## src/rtl/id_pkg.sv

```systemverilog
// id_pkg: opcode and EX command constants, branch codes and the decode control bundle
// shared by the decode stage and its register file.
package id_pkg;

  localparam logic [5:0] OP_NOP  = 6'd0;
  localparam logic [5:0] OP_ADD  = 6'd1;
  localparam logic [5:0] OP_SUB  = 6'd3;
  localparam logic [5:0] OP_AND  = 6'd5;
  localparam logic [5:0] OP_OR   = 6'd6;
  localparam logic [5:0] OP_NOR  = 6'd7;
  localparam logic [5:0] OP_XOR  = 6'd8;
  localparam logic [5:0] OP_SLA  = 6'd9;
  localparam logic [5:0] OP_SLL  = 6'd10;
  localparam logic [5:0] OP_SRA  = 6'd11;
  localparam logic [5:0] OP_SRL  = 6'd12;
  localparam logic [5:0] OP_ADDI = 6'd32;
  localparam logic [5:0] OP_SUBI = 6'd33;
  localparam logic [5:0] OP_LD   = 6'd36;
  localparam logic [5:0] OP_ST   = 6'd37;
  localparam logic [5:0] OP_BEZ  = 6'd40;
  localparam logic [5:0] OP_BNE  = 6'd41;
  localparam logic [5:0] OP_JMP  = 6'd42;

  localparam logic [3:0] CMD_ADD = 4'b0000;
  localparam logic [3:0] CMD_SUB = 4'b0010;
  localparam logic [3:0] CMD_AND = 4'b0100;
  localparam logic [3:0] CMD_OR  = 4'b0101;
  localparam logic [3:0] CMD_NOR = 4'b0110;
  localparam logic [3:0] CMD_XOR = 4'b0111;
  localparam logic [3:0] CMD_SHL = 4'b1000;
  localparam logic [3:0] CMD_SRA = 4'b1001;
  localparam logic [3:0] CMD_SRL = 4'b1010;

  localparam logic [1:0] BR_NONE = 2'b00;
  localparam logic [1:0] BR_BEZ  = 2'b01;
  localparam logic [1:0] BR_BNE  = 2'b10;
  localparam logic [1:0] BR_JMP  = 2'b11;

  typedef struct packed {
    logic       wb_en;
    logic       mem_read;
    logic       mem_write;
    logic [1:0] br;
    logic [3:0] cmd;
    logic       is_imm;
    logic       src2_used;
  } ctrl_t;

  // Branches carry their offset in val2; BNE compares rs against rt via the raw rt value.
  function automatic ctrl_t decode(input logic [5:0] op);
    ctrl_t c;
    c = '0;
    case (op)
      OP_ADD:  begin c.wb_en = 1'b1; c.cmd = CMD_ADD; c.src2_used = 1'b1; end
      OP_SUB:  begin c.wb_en = 1'b1; c.cmd = CMD_SUB; c.src2_used = 1'b1; end
      OP_AND:  begin c.wb_en = 1'b1; c.cmd = CMD_AND; c.src2_used = 1'b1; end
      OP_OR:   begin c.wb_en = 1'b1; c.cmd = CMD_OR;  c.src2_used = 1'b1; end
      OP_NOR:  begin c.wb_en = 1'b1; c.cmd = CMD_NOR; c.src2_used = 1'b1; end
      OP_XOR:  begin c.wb_en = 1'b1; c.cmd = CMD_XOR; c.src2_used = 1'b1; end
      OP_SLA,
      OP_SLL:  begin c.wb_en = 1'b1; c.cmd = CMD_SHL; c.src2_used = 1'b1; end
      OP_SRA:  begin c.wb_en = 1'b1; c.cmd = CMD_SRA; c.src2_used = 1'b1; end
      OP_SRL:  begin c.wb_en = 1'b1; c.cmd = CMD_SRL; c.src2_used = 1'b1; end
      OP_ADDI: begin c.wb_en = 1'b1; c.cmd = CMD_ADD; c.is_imm = 1'b1; end
      OP_SUBI: begin c.wb_en = 1'b1; c.cmd = CMD_SUB; c.is_imm = 1'b1; end
      OP_LD:   begin c.wb_en = 1'b1; c.mem_read = 1'b1; c.cmd = CMD_ADD; c.is_imm = 1'b1; end
      OP_ST:   begin c.mem_write = 1'b1; c.cmd = CMD_ADD; c.is_imm = 1'b1; c.src2_used = 1'b1; end
      OP_BEZ:  begin c.br = BR_BEZ; c.is_imm = 1'b1; end
      OP_BNE:  begin c.br = BR_BNE; c.is_imm = 1'b1; c.src2_used = 1'b1; end
      OP_JMP:  begin c.br = BR_JMP; c.is_imm = 1'b1; end
      default: c = '0;
    endcase
    return c;
  endfunction

endpackage

```

## src/rtl/id_regfile.sv

```systemverilog
// id_regfile: NREG x XLEN register file, two combinational reads, one write, r0 hardwired to 0.
// Macro ID_WB_BYPASS_EN forwards a same-cycle write to a matching read port.
module id_regfile
  import id_pkg::*;
#(
  parameter int XLEN = 32,
  parameter int NREG = 32,
  localparam int AW = $clog2(NREG)
) (
  input  logic            clk,
  input  logic            rst,
  input  logic [AW-1:0]   raddr1,
  input  logic [AW-1:0]   raddr2,
  output logic [XLEN-1:0] rdata1,
  output logic [XLEN-1:0] rdata2,
  input  logic            wen,
  input  logic [AW-1:0]   waddr,
  input  logic [XLEN-1:0] wdata
);

  logic [XLEN-1:0] mem_r [NREG];
  logic            wr_s;

  assign wr_s = wen && (waddr != {AW{1'b0}});

  // Storage: cleared by reset, written on the clock edge.
  always_ff @(posedge clk) begin
    if (rst) begin
      for (int i = 0; i < NREG; i++) mem_r[i] <= {XLEN{1'b0}};
    end else if (wr_s) begin
      mem_r[waddr] <= wdata;
    end else begin
      mem_r[waddr] <= mem_r[waddr];
    end
  end

  // Read ports.
  always_comb begin
    rdata1 = {XLEN{1'b0}};
    rdata2 = {XLEN{1'b0}};
    if (raddr1 == {AW{1'b0}}) rdata1 = {XLEN{1'b0}};
`ifdef ID_WB_BYPASS_EN
    else if (wr_s && (waddr == raddr1)) rdata1 = wdata;
`endif
    else rdata1 = mem_r[raddr1];
    if (raddr2 == {AW{1'b0}}) rdata2 = {XLEN{1'b0}};
`ifdef ID_WB_BYPASS_EN
    else if (wr_s && (waddr == raddr2)) rdata2 = wdata;
`endif
    else rdata2 = mem_r[raddr2];
  end

endmodule

```

## src/rtl/id_stage_pipe.sv

```systemverilog
// id_stage_pipe: decode, operand read, load-use detection and the ID/EX register.
// Optional macro ID_WB_BYPASS_EN enables same-cycle write-back forwarding in id_regfile.
module id_stage_pipe
  import id_pkg::*;
#(
  parameter int XLEN = 32,
  parameter int NREG = 32
) (
  input  logic            clk,
  input  logic            rst,
  input  logic            if_valid,
  input  logic [31:0]     pc_in,
  input  logic [31:0]     inst,
  input  logic            wb_en,
  input  logic [4:0]      wb_addr,
  input  logic [XLEN-1:0] wb_value,
  input  logic            hold,
  input  logic            flush,
  output logic            stall,
  output logic            ex_valid,
  output logic [31:0]     ex_pc,
  output logic            ex_wb_en,
  output logic            ex_mem_read,
  output logic            ex_mem_write,
  output logic [1:0]      ex_br,
  output logic [3:0]      ex_cmd,
  output logic [XLEN-1:0] ex_val1,
  output logic [XLEN-1:0] ex_val2,
  output logic [XLEN-1:0] ex_st_val,
  output logic [4:0]      ex_dest,
  output logic [4:0]      ex_src1,
  output logic [4:0]      ex_src2,
  output logic            ex_src2_used
);

  localparam int AW = $clog2(NREG);

  typedef struct packed {
    logic            valid;
    logic [31:0]     pc;
    ctrl_t           ctrl;
    logic [XLEN-1:0] val1;
    logic [XLEN-1:0] val2;
    logic [XLEN-1:0] st_val;
    logic [4:0]      dest;
    logic [4:0]      src1;
    logic [4:0]      src2;
  } id_ex_t;

  ctrl_t           ctrl_s;
  logic [4:0]      rs_s, rt_s, rd_s;
  logic [XLEN-1:0] rs_val_s, rt_val_s, imm_sext_s;
  logic            load_use_s;
  id_ex_t          ex_next_s, ex_r;

  assign ctrl_s     = decode(inst[31:26]);
  assign rs_s       = 5'(inst[21 +: AW]);
  assign rt_s       = 5'(inst[16 +: AW]);
  assign rd_s       = 5'(inst[11 +: AW]);
  assign imm_sext_s = {{(XLEN-16){inst[15]}}, inst[15:0]};

  id_regfile #(.XLEN(XLEN), .NREG(NREG)) u_regfile (
    .clk    (clk),
    .rst    (rst),
    .raddr1 (rs_s[AW-1:0]),
    .raddr2 (rt_s[AW-1:0]),
    .rdata1 (rs_val_s),
    .rdata2 (rt_val_s),
    .wen    (wb_en),
    .waddr  (wb_addr[AW-1:0]),
    .wdata  (wb_value)
  );

  assign load_use_s = if_valid && ex_r.valid && ex_r.ctrl.mem_read && (ex_r.dest != 5'd0) &&
                      ((ex_r.dest == rs_s) || (ctrl_s.src2_used && (ex_r.dest == rt_s)));
  assign stall      = hold || load_use_s;

  // Next ID/EX contents: a bubble is an all-zero record.
  always_comb begin
    ex_next_s = '0;
    if (flush || load_use_s || !if_valid) begin
      ex_next_s = '0;
    end else begin
      ex_next_s.valid  = 1'b1;
      ex_next_s.pc     = pc_in;
      ex_next_s.ctrl   = ctrl_s;
      ex_next_s.val1   = rs_val_s;
      ex_next_s.val2   = ctrl_s.is_imm ? imm_sext_s : rt_val_s;
      ex_next_s.st_val = rt_val_s;
      ex_next_s.dest   = ctrl_s.is_imm ? rt_s : rd_s;
      ex_next_s.src1   = rs_s;
      ex_next_s.src2   = rt_s;
    end
  end

  // ID/EX register; hold outranks flush and hazards.
  always_ff @(posedge clk) begin
    if (rst) begin
      ex_r <= '0;
    end else if (hold) begin
      ex_r <= ex_r;
    end else begin
      ex_r <= ex_next_s;
    end
  end

  assign ex_valid     = ex_r.valid;
  assign ex_pc        = ex_r.pc;
  assign ex_wb_en     = ex_r.ctrl.wb_en;
  assign ex_mem_read  = ex_r.ctrl.mem_read;
  assign ex_mem_write = ex_r.ctrl.mem_write;
  assign ex_br        = ex_r.ctrl.br;
  assign ex_cmd       = ex_r.ctrl.cmd;
  assign ex_val1      = ex_r.val1;
  assign ex_val2      = ex_r.val2;
  assign ex_st_val    = ex_r.st_val;
  assign ex_dest      = ex_r.dest;
  assign ex_src1      = ex_r.src1;
  assign ex_src2      = ex_r.src2;
  assign ex_src2_used = ex_r.ctrl.src2_used;

endmodule

```

## config.mk

```make
export PLATFORM = sky130hd
export DESIGN_NAME = id_stage_pipe
export DESIGN_NICKNAME = d
export VERILOG_FILES = /design/src/rtl/id_pkg.sv /design/src/rtl/id_regfile.sv /design/src/rtl/id_stage_pipe.sv
export SDC_FILE = /design/constraint.sdc
export NUM_CORES = 2
export LEC_CHECK = 0
export ABC_CLOCK_PERIOD_IN_PS = 6130
export CAP_MARGIN = 20
export CELL_PAD_IN_SITES_DETAIL_PLACEMENT = 1
export CELL_PAD_IN_SITES_GLOBAL_PLACEMENT = 2
export CORE_MARGIN = 3
export CORE_UTILIZATION = 40
export DETAILED_ROUTE_END_ITERATION = 10
export GPL_ROUTABILITY_DRIVEN = 0
export PLACE_DENSITY_LB_ADDON = 0.12
export REMOVE_ABC_BUFFERS = 1
export SLEW_MARGIN = 20
export SYNTH_ARGS = -nofsm -noshare
export SYNTH_HDL_FRONTEND = slang
export SYNTH_SLANG_ARGS = --single-unit
```

## constraint.sdc

```tcl
create_clock -name clk -period 6.13 [get_ports clk]
set_input_delay 0.9195 -clock clk [delete_from_list [all_inputs] [get_ports clk]]
set_output_delay 0.9195 -clock clk [all_outputs]
set_load 0.01 [all_outputs]
```

==> qor.yml <==
outcome:
  status: "completed"
drt:
  vias: 39653
  vias_per_cell: 6.16
  drtIter0Drc: 4588
  firstDrtPassIters: 5
  post_drt_wl_per_cell_um: 35.6
  drtAntennaViolNets: 0
  wl_um: 229000
  drc: 0
yosys:
  yosysWarnings: 0
  syn_area_mm2: 0.0603
  ys.flop_type: "edfxtp_1"
  synth_area_leader_cell: "edfxtp_1"
  synthCells: 4195
  synth_cell_type_count: 60
  synth-edff-count: 1024
  synth_top_area_share_pct: 51.0
  async_flop_share_pct: 0
  syn_area_per_cell_um2: 14.4
  yosys-top-cells-area: "edfxtp_1 51%, mux4_2 16%, and2_1 10%"
  synth_seq_cells: 1178
  yosysSeqAreaShare_pct: 56.1
sta:
  worstMarginPinSlew_ps: 1160
  setup_violations: 0
  period_share_pct: 70.7
  setup-tns-final_ps: 0
  fin_skew_ps: 20.7
  fmax_mhz: 231
  min_period_ps: 4340
  relSlewSlack_pct: 22.7
  rsz0062_at_grt: "no"
  hold_viol: 0
  holdWs_ps: 453
  maxSlewViolCount: 0
clock_tree:
  cts_buffers: 141
  cts_resized: 0
  cts_post_setup_buffers_inserted: 0
  cts_buffer_depth: 3
  clk_pin_slew_ps: 50
  h-tree-depth: 4
  clkLatencyLatePin_ps: 780
  cts_tree: "built"
  cts_sinks: 1178
  cts.hold.buffers_added: 0
  cts_root_buf: "clkbuf_16"
worst_setup_path:
  worst_path_max_delay_cell: "clkdlybuf4s50_1"
  cp_cell_sequence: "clkdlybuf4s50_1 -> mux2_2 -> o221ai_1 -> o31a_1 -> a21o_1 -> a21o_1 -> clkdlybuf4s50_1"
  setup.worst_path.class: "input port to primary output"
  cp.required_ps: 5210
  max_stage_delay_ps: 760
  start_kind: "input port"
  path_delay_family: "buffers and inverters"
  path_buf_inv: 2
  worstSetupEndpointType: "primary output"
  critPathArrivalTime_ps: 3420
  crit_fanout: 12
placed_design:
  place_area_mm2: 0.0651
  port_buffers: 261
  dp.final_hpwl_um: 142000
  dp_cells: 6183
die:
  ios: 262
  core_area_mm2: 0.149
  row_count: 141
  die-height_um: 394
  die_w_um: 394
  die_area_mm2: 0.155
  start_util_pct: 40.5
hold_path:
  hold_class: "flop to flop"
pwr:
  p_switching_mw: 5.01
  internal_power_mw: 14.9
  power_per_cell_area_mw_per_mm2: 286
  combPwrFrac_pct: 11.3
  power.share.switching_pct: 25.2
  power_frac_clock_pct: 41.6
  irDropWorstVdd_mv: 0.282
  pwr-share-seq_pct: 47.0
  leakagePower_nw: 23.9
finish:
  fin_nets: 4432
  stdcell_count: 6442
  fillers: 14600
  syn2layout_area_growth_pct: 15.4
  post-route-util_pct: 46.8
  layout-drive-gt1-share_pct: 21.8
  fin_area_mm2: 0.0696
global_route:
  grtUsageTotal_pct: 29.1
  grt-ovfl-total: 0
  grt_pass1_wl_um: 321000
  grt_max_degree: 97
  antenna_found_initial: 24
  grt_pass1_vias: 41100
run:
  cap_violations: 0
## synthesized netlist by cell type, types with 11 or more instances
cell,count
mux2_2,80
edfxtp_1,1024
o211ai_1,43
a211oi_1,61
mux4_2,428
o21ai_0,32
buf_2,61
dfxtp_1,154
or2_2,31
mux2i_1,220
a21oi_1,124
nand2_1,149
a221oi_1,24
and2_1,994
buf_4,33
buf_1,14
a22oi_1,30
nand3_1,11
o221ai_1,48
a221oi_2,23
or3b_2,12
nor2_1,48
a22o_1,39
a221o_1,31
o22ai_1,53
clkbuf_1,332
## cell families after synthesis
kind of cell,share of synthesized area (%)
and+or+nand+nor,12.6
DFF,56.1
muxes,21.1
AOI/OAI and AO/OA,6.74
buffers and inverters,3.23
xor gates and xnor gates,0.160
other,0.00622
## per-stage QoR
stage               worst slack, ps  power, mW
finish                         1790       19.9
global route                   1630       20.5
CTS                            1800       20.0
detailed placement             1610       11.8
global placement               1670       11.7
floorplan                       775       10.5
## final cells by class
| cell class | count | area, um^2 | share of cell area, % |
|---|---|---|---|
| clock inverter | 48 | 412 | 0.592 |
| sequential | 1178 | 33800 | 48.6 |
| clock buffer | 205 | 4040 | 5.81 |
| antenna | 5 | 12.5 | 0.0180 |
| timing repair buffer | 404 | 3780 | 5.43 |
| tap | 2002 | 2500 | 3.60 |
| inverter | 3 | 11.3 | 0.0162 |
| multi-input combinational | 2597 | 25000 | 35.9 |
## final timing paths
| path | slack, ps | to | from | depth (start not counted) |
|---|---|---|---|---|
| setup / recovery | 1790 | stall | inst[26] | 7 |
| hold / removal | 450 | ex_wb_en | ex_wb_en | 2 |
| setup reg to reg | 2830 | ex_val2[23] | ex_dest[0] | 6 |
| hold reg to reg | 450 | ex_wb_en | ex_wb_en | 2 |
## power by group through the flow
stage	logic, mW	registers (mW)	clock network, mW
floorplan	1.06	9.43	0
global placement	2.24	9.50	0
detailed placement	2.26	9.52	0
CTS	2.26	9.36	8.41
global route	2.35	9.41	8.69
finish	2.25	9.37	8.29
## placed cells by master, fill, tap and decap left out, drive strengths merged, types with 6 or more instances in the layout
cell / n
inv: 9
clkinv: 35
mux4: 428
nand3: 11
or2: 31
a2111oi: 6
o22ai: 53
a221o: 31
o21ai: 32
nand2b: 7
a221oi: 48
a22o: 39
nor2b: 6
conb: 32
a22oi: 30
a21oi: 125
mux2i: 220
nor2: 50
clkbuf: 207
dfxtp: 154
clkdlybuf4s50: 238
edfxtp: 1024
o211ai: 43
o221ai: 48
buf: 164
and2: 995
bufinv: 7
mux2: 80
o22a: 7
a211oi: 61
nand2: 149
xnor2: 7
or3b: 12
## flip-flops by register name (all words and copies together) (netlist names)
register / flops
u_regfile.mem_r: 1024
ex_pc: 32
ex_st_val: 32
ex_val1: 32
ex_val2: 32
ex_dest: 5
ex_src1: 5
ex_src2: 5
ex_cmd: 4
ex_br: 2
ex_mem_read: 1
ex_mem_write: 1
ex_src2_used: 1
ex_valid: 1
ex_wb_en: 1
## worst register-to-register path: stages, from the launching register on
cell and delay (ps):
dfxtp_1 400, or4_1 630, o2111a_1 560, and3_1 410, nor3_4 370, buf_4 500, a221o_1 360
## metal layers
layer  wire (um)  vias to the layer above  global-route usage (%)
met5          27                        -                       0
met4        6090                        6                    8.04
met3       16100                      299                    4.80
met2      110000                     1642                    47.4
met1       97300                    21354                    40.5
li1            -                    16352                       -
Power figures use the tool's default switching activity.
